$ cat src/rtl/fetch_stage.sv
// -----------------------------------------------------------------------------
// fetch_stage
//
// Instruction-fetch stage sitting directly behind the program counter.
// Issues one instruction-memory request at a time for the current PC,
// captures the returned word into the IF/ID pipeline register and tells
// the PC when it may advance (pc_hold = 0 exactly once per accepted
// instruction, or on a redirect).
//
// Decode back-pressure is absorbed by a one-entry skid buffer: a response
// that arrives while IF/ID is occupied and decode is stalled is parked in
// the skid and moved into IF/ID once the stall drops.  A redirect (jump or
// branch) flushes IF/ID and the skid, and any response still in flight for
// the wrong path is dropped when it returns.
//
// Optional feature (compile-time macro FETCH_PERF_EN):
//   adds perf_fetched / perf_squashed, 32-bit wrapping event counters for
//   IF/ID loads and for discarded memory responses.
//
// Parameters:
//   ADDR_W     PC / instruction-memory word-address width
//   DATA_W     instruction width
//   NOP_INSTR  instruction placed in IF/ID on reset and on flush
//
// Ports:
//   clk            clock
//   rst            asynchronous, active-high reset
//   pc             current PC (word address)
//   redirect       PC loads a jump/branch target on this edge
//   pc_hold        1 = PC must not advance on this edge
//   imem_req       request strobe, one cycle per request
//   imem_addr      request address (the current PC)
//   imem_rdata     returned instruction, valid with imem_ack
//   imem_ack       response strobe
//   id_stall       decode cannot accept a new IF/ID entry this cycle
//   if_id_valid    IF/ID entry valid
//   if_id_pc       PC of the IF/ID instruction
//   if_id_instr    IF/ID instruction
//   perf_fetched   (FETCH_PERF_EN only) count of IF/ID loads
//   perf_squashed  (FETCH_PERF_EN only) count of discarded responses
// -----------------------------------------------------------------------------
module fetch_stage #(
    parameter int                 ADDR_W    = 32,
    parameter int                 DATA_W    = 32,
    parameter logic [DATA_W-1:0]  NOP_INSTR = '0
) (
    input  logic              clk,
    input  logic              rst,
    input  logic [ADDR_W-1:0] pc,
    input  logic              redirect,
    output logic              pc_hold,
    output logic              imem_req,
    output logic [ADDR_W-1:0] imem_addr,
    input  logic [DATA_W-1:0] imem_rdata,
    input  logic              imem_ack,
    input  logic              id_stall,
    output logic              if_id_valid,
    output logic [ADDR_W-1:0] if_id_pc,
    output logic [DATA_W-1:0] if_id_instr
`ifdef FETCH_PERF_EN
    ,
    output logic [31:0]       perf_fetched,
    output logic [31:0]       perf_squashed
`endif
);

    // REQ   : idle, a request goes out this cycle unless redirected
    // WAIT  : one request outstanding, its data is wanted
    // FULL  : response parked in the skid, waiting for decode
    // DRAIN : one request outstanding for a squashed path
    typedef enum logic [1:0] {
        S_REQ   = 2'd0,
        S_WAIT  = 2'd1,
        S_FULL  = 2'd2,
        S_DRAIN = 2'd3
    } state_t;

    state_t state, state_nx;

    // PC of the outstanding request and the skid buffer contents.  The
    // skid holds a valid entry exactly when the FSM is in FULL, so no
    // separate valid flag is kept.
    logic [ADDR_W-1:0] req_pc;
    logic [ADDR_W-1:0] skid_pc;
    logic [DATA_W-1:0] skid_instr;

    // Per-cycle event strobes decoded from the state and inputs.
    logic issue;      // request leaves this cycle
    logic load_mem;   // response goes straight into IF/ID
    logic to_skid;    // response parked in the skid
    logic load_skid;  // skid moves into IF/ID

    // ------------------------------------------------------------------
    // State register
    // ------------------------------------------------------------------
    always_ff @(posedge clk or posedge rst) begin
        if (rst) begin
            state <= S_REQ;
        end else begin
            state <= state_nx;
        end
    end

    // ------------------------------------------------------------------
    // Next-state logic; redirect takes priority in every state.
    // ------------------------------------------------------------------
    always_comb begin
        state_nx = state;
        case (state)
            S_REQ: begin
                if (!redirect) begin
                    state_nx = S_WAIT;
                end
            end
            S_WAIT: begin
                if (imem_ack) begin
                    // A same-cycle redirect drops the data; otherwise the
                    // word goes to IF/ID or, under stall, to the skid.
                    if (redirect || !if_id_valid || !id_stall) begin
                        state_nx = S_REQ;
                    end else begin
                        state_nx = S_FULL;
                    end
                end else if (redirect) begin
                    state_nx = S_DRAIN;
                end
            end
            S_FULL: begin
                if (redirect || !id_stall) begin
                    state_nx = S_REQ;
                end
            end
            S_DRAIN: begin
                if (imem_ack) begin
                    state_nx = S_REQ;
                end
            end
            default: state_nx = S_REQ;
        endcase
    end

    // ------------------------------------------------------------------
    // Output / strobe decode
    // ------------------------------------------------------------------
    always_comb begin
        imem_req  = 1'b0;
        imem_addr = pc;
        pc_hold   = 1'b1;
        issue     = 1'b0;
        load_mem  = 1'b0;
        to_skid   = 1'b0;
        load_skid = 1'b0;
        case (state)
            S_REQ: begin
                issue    = !redirect;
                imem_req = !redirect;
            end
            S_WAIT: begin
                if (imem_ack && !redirect) begin
                    // The PC advances as soon as the word is accepted,
                    // whether into IF/ID or into the skid.
                    pc_hold  = 1'b0;
                    load_mem = !if_id_valid || !id_stall;
                    to_skid  = if_id_valid && id_stall;
                end
            end
            S_FULL: begin
                load_skid = !id_stall && !redirect;
            end
            S_DRAIN: begin
            end
            default: begin
            end
        endcase
        // The PC loads its target on a redirect regardless of state.
        if (redirect) begin
            pc_hold = 1'b0;
        end
    end

    // ------------------------------------------------------------------
    // IF/ID register and outstanding-request PC
    // ------------------------------------------------------------------
    always_ff @(posedge clk or posedge rst) begin
        if (rst) begin
            req_pc      <= '0;
            if_id_valid <= 1'b0;
            if_id_pc    <= '0;
            if_id_instr <= NOP_INSTR;
        end else begin
            if (issue) begin
                req_pc <= pc;
            end
            // Flush overrides both loads and the decode stall; the PC
            // field is left alone so it still names the last fetched slot.
            if (redirect) begin
                if_id_valid <= 1'b0;
                if_id_instr <= NOP_INSTR;
            end else if (load_mem) begin
                if_id_valid <= 1'b1;
                if_id_pc    <= req_pc;
                if_id_instr <= imem_rdata;
            end else if (load_skid) begin
                if_id_valid <= 1'b1;
                if_id_pc    <= skid_pc;
                if_id_instr <= skid_instr;
            end else if (!id_stall) begin
                // Decode consumed the entry and nothing replaced it.
                if_id_valid <= 1'b0;
            end
        end
    end

    // ------------------------------------------------------------------
    // Skid buffer data (occupancy is tracked by the FSM)
    // ------------------------------------------------------------------
    always_ff @(posedge clk) begin
        if (to_skid) begin
            skid_pc    <= req_pc;
            skid_instr <= imem_rdata;
        end
    end

`ifdef FETCH_PERF_EN
    // ------------------------------------------------------------------
    // Performance counters
    // ------------------------------------------------------------------
    logic discard;

    // A response is thrown away when it lands in DRAIN, or in WAIT on
    // the same edge as a redirect.  Acks in REQ/FULL are illegal and
    // are not counted.
    assign discard = imem_ack &&
                     ((state == S_DRAIN) || ((state == S_WAIT) && redirect));

    always_ff @(posedge clk or posedge rst) begin
        if (rst) begin
            perf_fetched  <= '0;
            perf_squashed <= '0;
        end else begin
            if (load_mem || load_skid) begin
                perf_fetched <= perf_fetched + 32'd1;
            end
            if (discard) begin
                perf_squashed <= perf_squashed + 32'd1;
            end
        end
    end
`endif

endmodule

$ cat config.mk
export PLATFORM = sky130hd
export DESIGN_NAME = fetch_stage
export DESIGN_NICKNAME = d
export VERILOG_FILES = /design/src/rtl/fetch_stage.sv
export SDC_FILE = /design/constraint.sdc
export NUM_CORES = 1
export LEC_CHECK = 0
export BUFFER_PORTS_ARGS = -buffer_cell sky130_fd_sc_hd__buf_2
export CAP_MARGIN = 30
export CORE_MARGIN = 4
export CORE_UTILIZATION = 50
export DETAILED_ROUTE_END_ITERATION = 6
export PLACE_DENSITY = 0.84
export REMOVE_ABC_BUFFERS = 1
export SYNTH_ARGS = -nofsm -noshare
export SYNTH_HDL_FRONTEND = slang
export SYNTH_SLANG_ARGS = --single-unit
$ cat constraint.sdc
create_clock -name clk -period 9.17 [get_ports clk]
set_input_delay 0.4585 -clock clk [delete_from_list [all_inputs] [get_ports clk]]
set_output_delay 0.4585 -clock clk [all_outputs]
set_load 0.01 [all_outputs]
== Word-level counts from Yosys, hierarchy flattened ==
Cells that the tools add are included.

* Input bits: 69
* Output and inout bits: 99
* Flip-flop bits (word level): 163

* Multiplexer cells: 25
* Eq/ne operators: 8
* Reductions and logical operators: 15
* Bitwise gates (word level): 1

{| class="wikitable"
|+ Operators by type and width
! cell !! number
|-
| 2-to-1 mux 32 bit || 5
|-
| 2-to-1 mux 1 bit || 13
|-
| 2-to-1 mux 2 bit || 6
|-
| one-hot mux 2 bit (4 select lines) || 1
|-
| inequality test 2 bit (second input constant) || 3
|-
| == test 2 bit (second input constant) || 2
|-
| logical OR 1 bit || 4
|-
| inequality test 4 x 2 -> 1 bit (second input constant) || 1
|-
| AND reduction 4 bit || 1
|-
| logical AND 1 bit || 3
|-
| zero test 1 bit || 3
|-
| inequality test 3 bit (second input constant) || 1
|-
| nonzero test 3 bit || 1
|-
| == test 2 x 1 -> 1 bit (second input constant) || 1
|-
| zero test 2 bit || 1
|-
| AND reduction 2 bit || 1
|-
| nonzero test 2 bit || 1
|-
| inverter 1 bit || 1
|}

== Logic depth before layout (Yosys ltp) ==
* Word-level depth: 6
* Depth in mapped cells: 6
* Mapped depth without buffers: 4

== Least setup slack after synthesis ==
OpenSTA, ideal clock, no wires.

* Path kind: input to register
* Start: input redirect
* End: register skid_instr[0], enable pin
* Stages: 3
* Setup slack: 3.006 ns
* Buffers on the path: 2
* Setup time: 0.578 ns
* Arrival: 5.586 ns
* Cells stage by stage: clkbuf_1 -> clkbuf_1 -> nor3b_1

* Longest elaborated chain between the ends: 4

{| class="wikitable"
|+ Ends and longest elaborated chain
! what !! RTL line !! source
|-
| start, declared || 50 || <nowiki>input logic redirect,</nowiki>
|-
| zero test 1 bit || 159 || <nowiki>if (imem_ack && !redirect) begin</nowiki>
|-
| logical AND 1 bit || 159 ||
|-
| 2-to-1 mux 1 bit || 159 ||
|-
| 2-to-1 mux 1 bit || 153 || <nowiki>case (state)</nowiki>
|-
| named net to_skid || 90 || <nowiki>logic to_skid;</nowiki>
|-
| end signal, assigned || 220 || <nowiki>skid_instr <= imem_rdata;</nowiki>
|-
| end, declared || 85 || <nowiki>logic [DATA_W-1:0] skid_instr;</nowiki>
|}

The timed path passes the listed nets, and every way through them passes these cells.
A chain may end at the register's enable or synchronous reset.

== Worst setup path after layout ==
* Start: input redirect
* End: register if_id_pc[31]

* Longest elaborated chain between the ends: 6
* Elaborated cells between the ends (all ways): 10

{| class="wikitable"
|+ Ends and longest elaborated chain
! what !! RTL line !! source
|-
| zero test 1 bit || 159, 168 ||
|-
| logical AND 1 bit || 159 ||
|-
| 2-to-1 mux 1 bit || 159 ||
|-
| 2-to-1 mux 1 bit || 153 ||
|-
| nonzero test 2 bit (no line) || - ||
|-
| AND reduction 2 bit (no line) || - ||
|-
| end signal, assigned || 201 || <nowiki>if_id_pc <= req_pc;</nowiki>
|-
| end signal, assigned || 205 || <nowiki>if_id_pc <= skid_pc;</nowiki>
|-
| end, declared || 58 || <nowiki>output logic [ADDR_W-1:0] if_id_pc,</nowiki>
|}

Several ways; a longest one is shown, not always the timed one.

==> metrics.csv <==
metric,value,unit
path_clk_slew,0.06,ns
outcome,"complete, no violations",
port_buffers,167,
crit_type,in -> reg,
start_kind,input port,
postSynthAreaPerCell,15.8,um2
maxSlewViolCount,0,
grtUsageTotal,0.181,
fin_tns_setup,0,ns
clock_skew,0.00571,ns
fin_crit_sh,0.345,
finalCriticalPeriod,3.16,ns
htreeDepth,4,
drive_gt1_frac,0.525,
synth_common_cells,"dfrtp_1 (99), mux2_2 (70), edfxtp_1 (64)",
synth_area_leader_cell,dfrtp_1,
die_w,125,um
tightest_slew,0.935,ns
cp-startpoint,redirect,
clock_sinks,163,
netlist.area_leader.share,0.363,
ctsResizeCount,0,
routed_via_density,5.37,
slew_headroom,0.377,
vias,4056,
routedWlPerCell,18.5,um
clock_latency,0.41,ns
cts_buffers,17,
ir_drop,118,uV
endpoint_kind,flip-flop,
synth_cell_types,28,
dieArea,15600,um2
cts_setup_buffers,0,
drtIter0Drc,232,
grt_pass1_vias,4279,
power_density,256,nW/um2
synth_seq_area_share,0.644,
ys_ff_latch,163,
yosysMostFrequentCell,dfrtp_1,
cp_data_arrival_time,3.46,ns
ant_nets,0,
antenna_found_initial,0,
drt_wl_total,14.0,mm
syn_inst,433,
cts_tree,yes,
row_count,42,
synthFlopType,dfrtp_1,
cts_buffer_depth,2,
grt.overflow.total,0,
gp_congestion,0.755,
yosysWarnings,0,
final_nets,637,
finalSetupViolCount,0,
fill_cells,979,
async_flop_share,0.607,
r2r_start,state[1]$_DFFE_PP0P_,
die_h,125,um
core_area,13300,um2
fin_ws,6.01,ns
max_freq,316,MHz
io_pins,168,
ctsHoldBuffers,0,
grt_pass1_wl,22.3,mm
syn_to_final_growth,19.1,%
synth_area,6830,um2
cp_max_fo,52,
drc,0,
ctsRootBufferMaster,clkbuf_16,
grt_max_degree,67,
hold_path_class,in -> async,
cp.required,9.46,ns
drv_cap,0,
place_ws,5.62,ns
p_leak,3.77,nW
antenna_cells,0,
first_pass_iters,4,
initial_utilization,0.513,
hold_violations,0,
rsz0062_at_grt,no,
power.total,2.08,mW
synth_edf_count,64,
dp_hpwl,9.29,mm
synth.area.top_cells,"dfrtp_1 (36%), edfxtp_1 (28%), mux2_2 (12%)",
## metal layers
metal  global-route usage  vias up  share of wire  routed length, um
met5                    0        -              0                  0
met4               0.0842        0          0.028                394
met3               0.0425       37          0.040                559
met2                0.316      122           0.53               7450
met1                0.210     2050           0.40               5550
li1                     -     1847              -                  -
## critical path, cell delays in order
cell and delay, ns:
buf_2 0.63, inv_2 0.48, nand3_4 0.33, buf_4 0.78, mux2_2 0.41, mux2_1 0.29
## cells in the final DEF (no fill, tap or decap), drive strengths merged
master  Yosys  routed
mux2i      32      32
nand3      33      33
inv         3       3
o31ai      32      32
nor3b       1       1
nor2        4       4
nor3        1       1
and3b       1       1
a32oi       1       1
nor2b       1       1
dfrtp      99      99
clkbuf     11      24
o32ai       1       1
edfxtp     64      64
a21oi       2       2
clkinv      0       5
and2b       1       1
nand2b      2       2
nand2       1       1
mux2       96      96
buf        47     174
bufinv      0       1
## cell type report
class	count	area [um2]	share of cell area
sequential	163	4400	0.541
timing repair buffer	174	901	0.111
clock buffer	24	492	0.0605
multi-input combinational	209	2050	0.252
clock inverter	6	55.1	0.00677
tap	176	220	0.0271
inverter	3	13.8	0.00169
## final timing paths
path                                             to  slack [ns]  cells after the start
min in group clk            skid_instr[6]$_DFFE_PP_        0.24                      1
min                          req_pc[25]$_DFFE_PP0P_        0.11                      2
max reg2reg                if_id_pc[31]$_DFFE_PP0P_        6.52                      5
max in group asynchronous    req_pc[24]$_DFFE_PP0P_        7.94                      3
min reg2reg                    skid_pc[3]$_DFFE_PP_        0.47                      0
max                        if_id_pc[31]$_DFFE_PP0P_        6.01                      6
## kinds of logic (layout without fill, tap and decap cells)
kind of cell | after synthesis | in the layout | synth area share
flops | 163 | 163 | 0.644
simple gates | 45 | 45 | 0.0367
mux | 128 | 128 | 0.219
compound gates | 36 | 36 | 0.0392
buf+inv | 61 | 207 | 0.0607
## registers in the layout (all words and copies together) (netlist names)
signal / cells
if_id_instr: 32
if_id_pc: 32
if_id_valid: 1
req_pc: 32
skid_instr: 32
skid_pc: 32
state: 2
## metrics by stage
step                std cells  cell area, um2  hold slack (ns)  utilization
floorplan                 375            6420            0.439            -
global placement          724            7560            0.451        0.569
detailed placement        724            7560            0.459        0.569
CTS                       754            8110            0.119        0.610
global route              755            8130            0.160        0.612
finish                    755            8130            0.112        0.612
## power breakdown
group	switching [mW]	internal (mW)	leakage (nW)	total, mW
clock network	0.255	0.397	0.275	0.652
logic	0.204	0.215	1.69	0.419
registers	0.0903	0.916	1.80	1.01
(Power assumes the default switching activity.)
